File: config.mk
export PLATFORM = sky130hd
export DESIGN_NAME = uart_prog_loader
export DESIGN_NICKNAME = d
export VERILOG_FILES = /design/src/rtl/uart_prog_loader.sv
export SDC_FILE = /design/constraint.sdc
export NUM_CORES = 1
export LEC_CHECK = 0
export BUFFER_PORTS_ARGS = -buffer_cell sky130_fd_sc_hd__clkbuf_2
export CAP_MARGIN = 5
export CORE_MARGIN = 5
export CORE_UTILIZATION = 30
export CTS_CLUSTER_DIAMETER = 100
export DETAILED_ROUTE_END_ITERATION = 7
export MAX_ROUTING_LAYER = met4
export PLACE_DENSITY = 0.45
export SLEW_MARGIN = 20
export SYNTH_ARGS = -nofsm -noshare
export SYNTH_HDL_FRONTEND = slang
export SYNTH_SLANG_ARGS = --single-unit
File: constraint.sdc
create_clock -name clk -period 3.5 [get_ports clk]
set_input_delay 1.05 -clock clk [delete_from_list [all_inputs] [get_ports clk]]
set_output_delay 1.05 -clock clk [all_outputs]
set_load 0.01 [all_outputs]
File: src/rtl/uart_prog_loader.sv
// UART program loader: receives an 8N1 byte stream (A5, 16-bit word count, LE words)
// and writes it into instruction memory while holding the core.
module uart_prog_loader #(
   parameter int unsigned CLKS_PER_BIT = 868,
   parameter int unsigned MEM_WORDS    = 512
) (
   input  logic        clk,
   input  logic        rst_n,
   input  logic        uart_rx,
   output logic        im_we,
   output logic [31:0] im_addr,
   output logic [31:0] im_wdata,
   output logic        cpu_hold,
   output logic        load_done,
   output logic        frame_err
);

   localparam int unsigned CNT_W     = $clog2(CLKS_PER_BIT + 1);
   localparam int unsigned HALF_BIT  = CLKS_PER_BIT / 2;
   localparam int unsigned HALF_M1   = (HALF_BIT > 0) ? HALF_BIT - 1 : 0;
   localparam logic [7:0]  SYNC_BYTE = 8'hA5;

   typedef enum logic [1:0] {RX_IDLE, RX_START, RX_DATA, RX_STOP} rx_state_t;
   typedef enum logic [2:0] {
      S_WAIT_SYNC, S_LEN_LO, S_LEN_HI, S_DATA, S_WRITE, S_DONE, S_ERROR
   } ld_state_t;

   // Two-flop synchronizer; idles high so reset does not look like a start bit
   logic rx_meta, rx_s;
   always_ff @(posedge clk or negedge rst_n) begin
      if (!rst_n) begin
         rx_meta <= 1'b1;
         rx_s    <= 1'b1;
      end else begin
         rx_meta <= uart_rx;
         rx_s    <= rx_meta;
      end
   end

   rx_state_t        rx_state, rx_state_d;
   logic [CNT_W-1:0] rx_cnt;
   logic [2:0]       rx_bit;
   logic [7:0]       rx_shift;
   logic             rx_tick_c;
   logic             rx_stb, rx_ferr;

   always_ff @(posedge clk or negedge rst_n) begin
      if (!rst_n) rx_state <= RX_IDLE;
      else        rx_state <= rx_state_d;
   end

   // rx_tick_c marks a sample point: mid start bit, then every bit period after
   always_comb begin
      rx_state_d = rx_state;
      rx_tick_c  = 1'b0;
      case (rx_state)
         RX_IDLE: begin
            if (!rx_s) rx_state_d = RX_START;
         end
         RX_START: begin
            if (rx_cnt == CNT_W'(HALF_M1)) begin
               rx_tick_c  = 1'b1;
               rx_state_d = rx_s ? RX_IDLE : RX_DATA;
            end
         end
         RX_DATA: begin
            if (rx_cnt == CNT_W'(CLKS_PER_BIT - 1)) begin
               rx_tick_c = 1'b1;
               if (rx_bit == 3'd7) rx_state_d = RX_STOP;
            end
         end
         RX_STOP: begin
            if (rx_cnt == CNT_W'(CLKS_PER_BIT - 1)) begin
               rx_tick_c  = 1'b1;
               rx_state_d = RX_IDLE;
            end
         end
         default: rx_state_d = RX_IDLE;
      endcase
   end

   always_ff @(posedge clk or negedge rst_n) begin
      if (!rst_n) begin
         rx_cnt   <= '0;
         rx_bit   <= '0;
         rx_shift <= '0;
         rx_stb   <= 1'b0;
         rx_ferr  <= 1'b0;
      end else begin
         rx_stb  <= 1'b0;
         rx_ferr <= 1'b0;
         if (rx_state == RX_IDLE || rx_tick_c) rx_cnt <= '0;
         else                                  rx_cnt <= rx_cnt + CNT_W'(1);
         if (rx_state == RX_IDLE) rx_bit <= '0;
         if (rx_tick_c && rx_state == RX_DATA) begin
            rx_shift <= {rx_s, rx_shift[7:1]};
            rx_bit   <= rx_bit + 3'd1;
         end
         if (rx_tick_c && rx_state == RX_STOP) begin
            if (rx_s) rx_stb  <= 1'b1;
            else      rx_ferr <= 1'b1;
         end
      end
   end

   ld_state_t   state, state_d;
   logic [7:0]  len_lo;
   logic [15:0] word_cnt;
   logic [15:0] idx;
   logic [1:0]  byte_idx;
   logic [31:0] word_q;
   logic [15:0] len_full_c;

   assign len_full_c = {rx_shift, len_lo};

   always_ff @(posedge clk or negedge rst_n) begin
      if (!rst_n) state <= S_WAIT_SYNC;
      else        state <= state_d;
   end

   // Framing errors win over everything except the terminal DONE state
   always_comb begin
      state_d = state;
      if (rx_ferr && state != S_DONE) begin
         state_d = S_ERROR;
      end else begin
         case (state)
            S_WAIT_SYNC, S_ERROR: begin
               if (rx_stb && rx_shift == SYNC_BYTE) state_d = S_LEN_LO;
            end
            S_LEN_LO: begin
               if (rx_stb) state_d = S_LEN_HI;
            end
            S_LEN_HI: begin
               if (rx_stb) begin
                  if (len_full_c == 16'd0 || 32'(len_full_c) > 32'(MEM_WORDS))
                     state_d = S_ERROR;
                  else
                     state_d = S_DATA;
               end
            end
            S_DATA: begin
               if (rx_stb && byte_idx == 2'd3) state_d = S_WRITE;
            end
            S_WRITE: begin
               state_d = (idx + 16'd1 == word_cnt) ? S_DONE : S_DATA;
            end
            S_DONE:  state_d = S_DONE;
            default: state_d = S_WAIT_SYNC;
         endcase
      end
   end

   always_ff @(posedge clk or negedge rst_n) begin
      if (!rst_n) begin
         len_lo    <= '0;
         word_cnt  <= '0;
         idx       <= '0;
         byte_idx  <= '0;
         word_q    <= '0;
         im_we     <= 1'b0;
         im_addr   <= '0;
         im_wdata  <= '0;
         cpu_hold  <= 1'b1;
         load_done <= 1'b0;
         frame_err <= 1'b0;
      end else begin
         if (state_d == S_LEN_LO && state != S_LEN_LO) begin
            idx      <= '0;
            byte_idx <= '0;
         end
         if (state == S_LEN_LO && rx_stb) len_lo <= rx_shift;
         if (state == S_LEN_HI && rx_stb) begin
            word_cnt <= len_full_c;
            idx      <= '0;
            byte_idx <= '0;
         end
         if (state == S_DATA && rx_stb) begin
            word_q   <= {rx_shift, word_q[31:8]};
            byte_idx <= byte_idx + 2'd1;
         end
         im_we <= (state == S_WRITE);
         if (state == S_WRITE) begin
            im_addr  <= {14'd0, idx, 2'b00};
            im_wdata <= word_q;
            idx      <= idx + 16'd1;
         end
         cpu_hold  <= (state_d != S_DONE);
         load_done <= (state_d == S_DONE);
         if (state_d == S_ERROR) frame_err <= 1'b1;
      end
   end

endmodule
==> impl_metrics.env <==
export IMPL_most_common_layout_cells="nand2_1, dfrtp_1, mux2_2"
export IMPL_hp_start="rx_meta"
export IMPL_synth_area_sq_mm=0.00710
export IMPL_peakVddDrop_mv=0.283
export IMPL_pre_cts_slack_ns=0.861
export IMPL_rr_worst_depth=8
export IMPL_ys_seq_area_frac=0.550
export IMPL_drv_cap=0
export IMPL_setup_violations=0
export IMPL_yosysTopAreaCell="dfrtp_1"
export IMPL_ant_nets=0
export IMPL_ys_ff_latch=156
export IMPL_synth_cells=682
export IMPL_critPathMaxStageDelay_ns=0.49
export IMPL_wl_um=15600
export IMPL_dp_cells=1029
export IMPL_fmax_ghz=0.380
export IMPL_postLayoutSetupSlackWorst_ns=0.869
export IMPL_dr_total_vias=4926
export IMPL_synth_flop_cell="dfrtp_1"
export IMPL_rr_startpoint="idx[0]"
export IMPL_synth_edf_count=0
export IMPL_start_util=0.303
export IMPL_synth_top_area_frac=0.539
export IMPL_cts_clk_slew_worst_paths_ns=0.07
export IMPL_grt_overflow=0
export IMPL_io_buffers=54
export IMPL_layout_nets=738
export IMPL_rows=56
export IMPL_crit_path_end_kind="flop"
export IMPL_cp_max_fo=8
export IMPL_critical_path_arrival_ns=2.94
export IMPL_insertion_delay_ns=0.42
export IMPL_grt_setup_unrepaired="no"
export IMPL_status="completed"
export IMPL_path_depth=8
export IMPL_period_needed_ns=2.63
export IMPL_dpl_hpwl_um=11000
export IMPL_cts_tree="done"
export IMPL_synthTopCellsByArea="dfrtp_1, mux2_2, nand2_1"
export IMPL_diodes=0
export IMPL_slew_limit_headroom=0.515
export IMPL_drc=0
export IMPL_die_w_um=164
export IMPL_wl_per_cell_um=14.7
export IMPL_cts_resized=0
export IMPL_drtIter0Drc=249
export IMPL_die_y_um=164
export IMPL_path_cells="ha_1 > nand2_1 > nor2_1 > o2111a_1 > o211ai_1 > nor4_1 > o21ai_0 > a31o_2"
export IMPL_tightest_slew_ns=0.727
export IMPL_grt_max_degree=74
export IMPL_fin_crit_sh=0.752
export IMPL_finalSetupTns_ns=0
export IMPL_hold_viol_final=0
export IMPL_layout_cells_non_filler=1061
export IMPL_track_usage=0.125
export IMPL_drv_slew=0
export IMPL_h_tree_depth=4
export IMPL_io_pins=71
export IMPL_critPathLaunchType="flop"
export IMPL_crit_type="reg2reg"
export IMPL_syn_avg_cell_area_sq_um=10.4
export IMPL_async_flop_share=1.00
export IMPL_postLayoutCoreUtil=0.353
export IMPL_clk_path_buf_depth=2
export IMPL_yosys_warnings=0
export IMPL_numCtsBuffers=17
export IMPL_holdPathStages=0
export IMPL_final_common_cell="nand2_1"
export IMPL_drt_vias_per_instance=4.64
export IMPL_crit_path_start="idx[0]"
export IMPL_antenna_found_initial=0
export IMPL_p_leak_nw=4.13
export IMPL_cp_top_family="simple AND/OR/NAND/NOR gates"
export IMPL_required_ns=3.80
export IMPL_cts_setup_buffers=0
export IMPL_coreArea_sq_mm=0.0234
export IMPL_cellPowerDensity_mw_per_mm2=449
export IMPL_area_growth_pct=16.4
export IMPL_grt_pass1_vias=4969
export IMPL_cts_root_buf="clkbuf_16"
export IMPL_fp_dieArea_sq_mm=0.0268
export IMPL_drive_gt1_frac=0.237
export IMPL_cts_sinks=156
export IMPL_ys_types=64
export IMPL_skew_ns=0.0124
export IMPL_holdBufCountCts=0
export IMPL_timing_critical_path_buf_inv=0
export IMPL_grt_pass1_wl_um=26100
export IMPL_hp_class="reg2reg"
export IMPL_cp_slowest_cell="dfrtp_1"
export IMPL_dr_pass1_iters=4
export IMPL_gp_congestion=0.836
[final timing paths]
check,to,slack [ns]
worst max-delay path,frame_err,0.87
worst min-delay path,rx_s,0.36
worst max register to register,frame_err,0.87
worst min register to register,rx_s,0.36
max in group asynchronous,im_wdata[29],2.07
min in group asynchronous,rx_cnt[3],0.66
[sequential cells by signal (all words and copies together), names as in the netlist, named ones only]
name and cells:
rx_stb 1, load_done 1, rx_meta 1, len_lo 8, rx_shift 8, rx_ferr 1
cpu_hold 1, state 3, frame_err 1, rx_s 1, im_we 1, im_addr 16
rx_bit 3, byte_idx 2, rx_cnt 10, idx 16, rx_state 1, word_cnt 16
im_wdata 32, word_q 32
[layer usage]
| metal | vias up | track usage | part of all wire |
|---|---|---|---|
| met5 | - | - | 0 |
| li1 | 2394 | - | - |
| met3 | 13 | 0.0276 | 0.040 |
| met4 | 0 | 0.0362 | 0.0099 |
| met2 | 89 | 0.191 | 0.47 |
| met1 | 2430 | 0.169 | 0.48 |
[synthesized netlist by cell type, types with 2 or more instances]
| master | count |
|---|---|
| a211oi_1 | 3 |
| a21oi_1 | 12 |
| a31o_2 | 2 |
| a31oi_1 | 3 |
| and2_1 | 4 |
| and3_1 | 5 |
| and4_1 | 3 |
| buf_1 | 3 |
| buf_2 | 7 |
| buf_4 | 17 |
| clkbuf_1 | 23 |
| dfrtp_1 | 153 |
| dfstp_2 | 3 |
| ha_1 | 6 |
| inv_1 | 13 |
| mux2_2 | 64 |
| mux2i_1 | 2 |
| nand2_1 | 169 |
| nand3_1 | 18 |
| nand4_1 | 7 |
| nor2_1 | 35 |
| nor2b_1 | 6 |
| nor3_1 | 5 |
| nor4_1 | 7 |
| nor4b_1 | 3 |
| o211ai_1 | 2 |
| o21a_1 | 2 |
| o21ai_0 | 35 |
| o31a_1 | 2 |
| o31ai_1 | 6 |
| o41ai_1 | 2 |
| or3_1 | 3 |
| xnor2_1 | 19 |
| xor2_1 | 8 |
[kinds of logic (layout without fill, tap and decap cells)]
family | count (synthesis) | in the layout | synth area share
AND/OR/NAND/NOR | 278 | 278 | 0.180
buffers and inverters | 64 | 109 | 0.0441
multiplexers | 66 | 66 | 0.104
adder cells (fa/ha/maj) | 7 | 7 | 0.0120
XOR/XNOR | 27 | 27 | 0.0333
AO/OA/AOI/OAI | 83 | 83 | 0.0758
other | 1 | 16 | 0.000528
flip-flops | 156 | 156 | 0.550
[stage by stage]
stage               hold WS [ns]  power (W)  instance area [sq um]
finish                     0.357    0.00371                   8260
global route               0.364    0.00387                   8260
CTS                        0.358    0.00377                   8260
detailed placement         0.347    0.00189                   7670
global placement           0.347    0.00189                   7670
floorplan                  0.345    0.00186                   7160
[worst reg2reg max path, delay by kind of cell, from the launching register on]
kind / cells / cell delay [ns]
compound gates: 4 / 0.75
simple gates: 3 / 0.92
flops: 1 / 0.49
fa+ha+maj: 1 / 0.36
[where the power goes]
part	total [W]	switching [W]	internal, W
registers	0.00180	0.000000476	0.00180
logic	0.0000519	0.0000449	0.00000703
clock network	0.00186	0.000832	0.00102
total	0.00371	0.000877	0.00283
[layout make-up]
class / instances / area, sq um
clock buffers: 17 / 425
clock inverters: 15 / 170
fillers: 2422 / 15100
inverters: 14 / 52.6
multi-input cells: 477 / 2940
flip-flops and latches: 156 / 3910
well taps: 319 / 399
repair buffers: 63 / 369
Power figures use the tool's default switching activity.
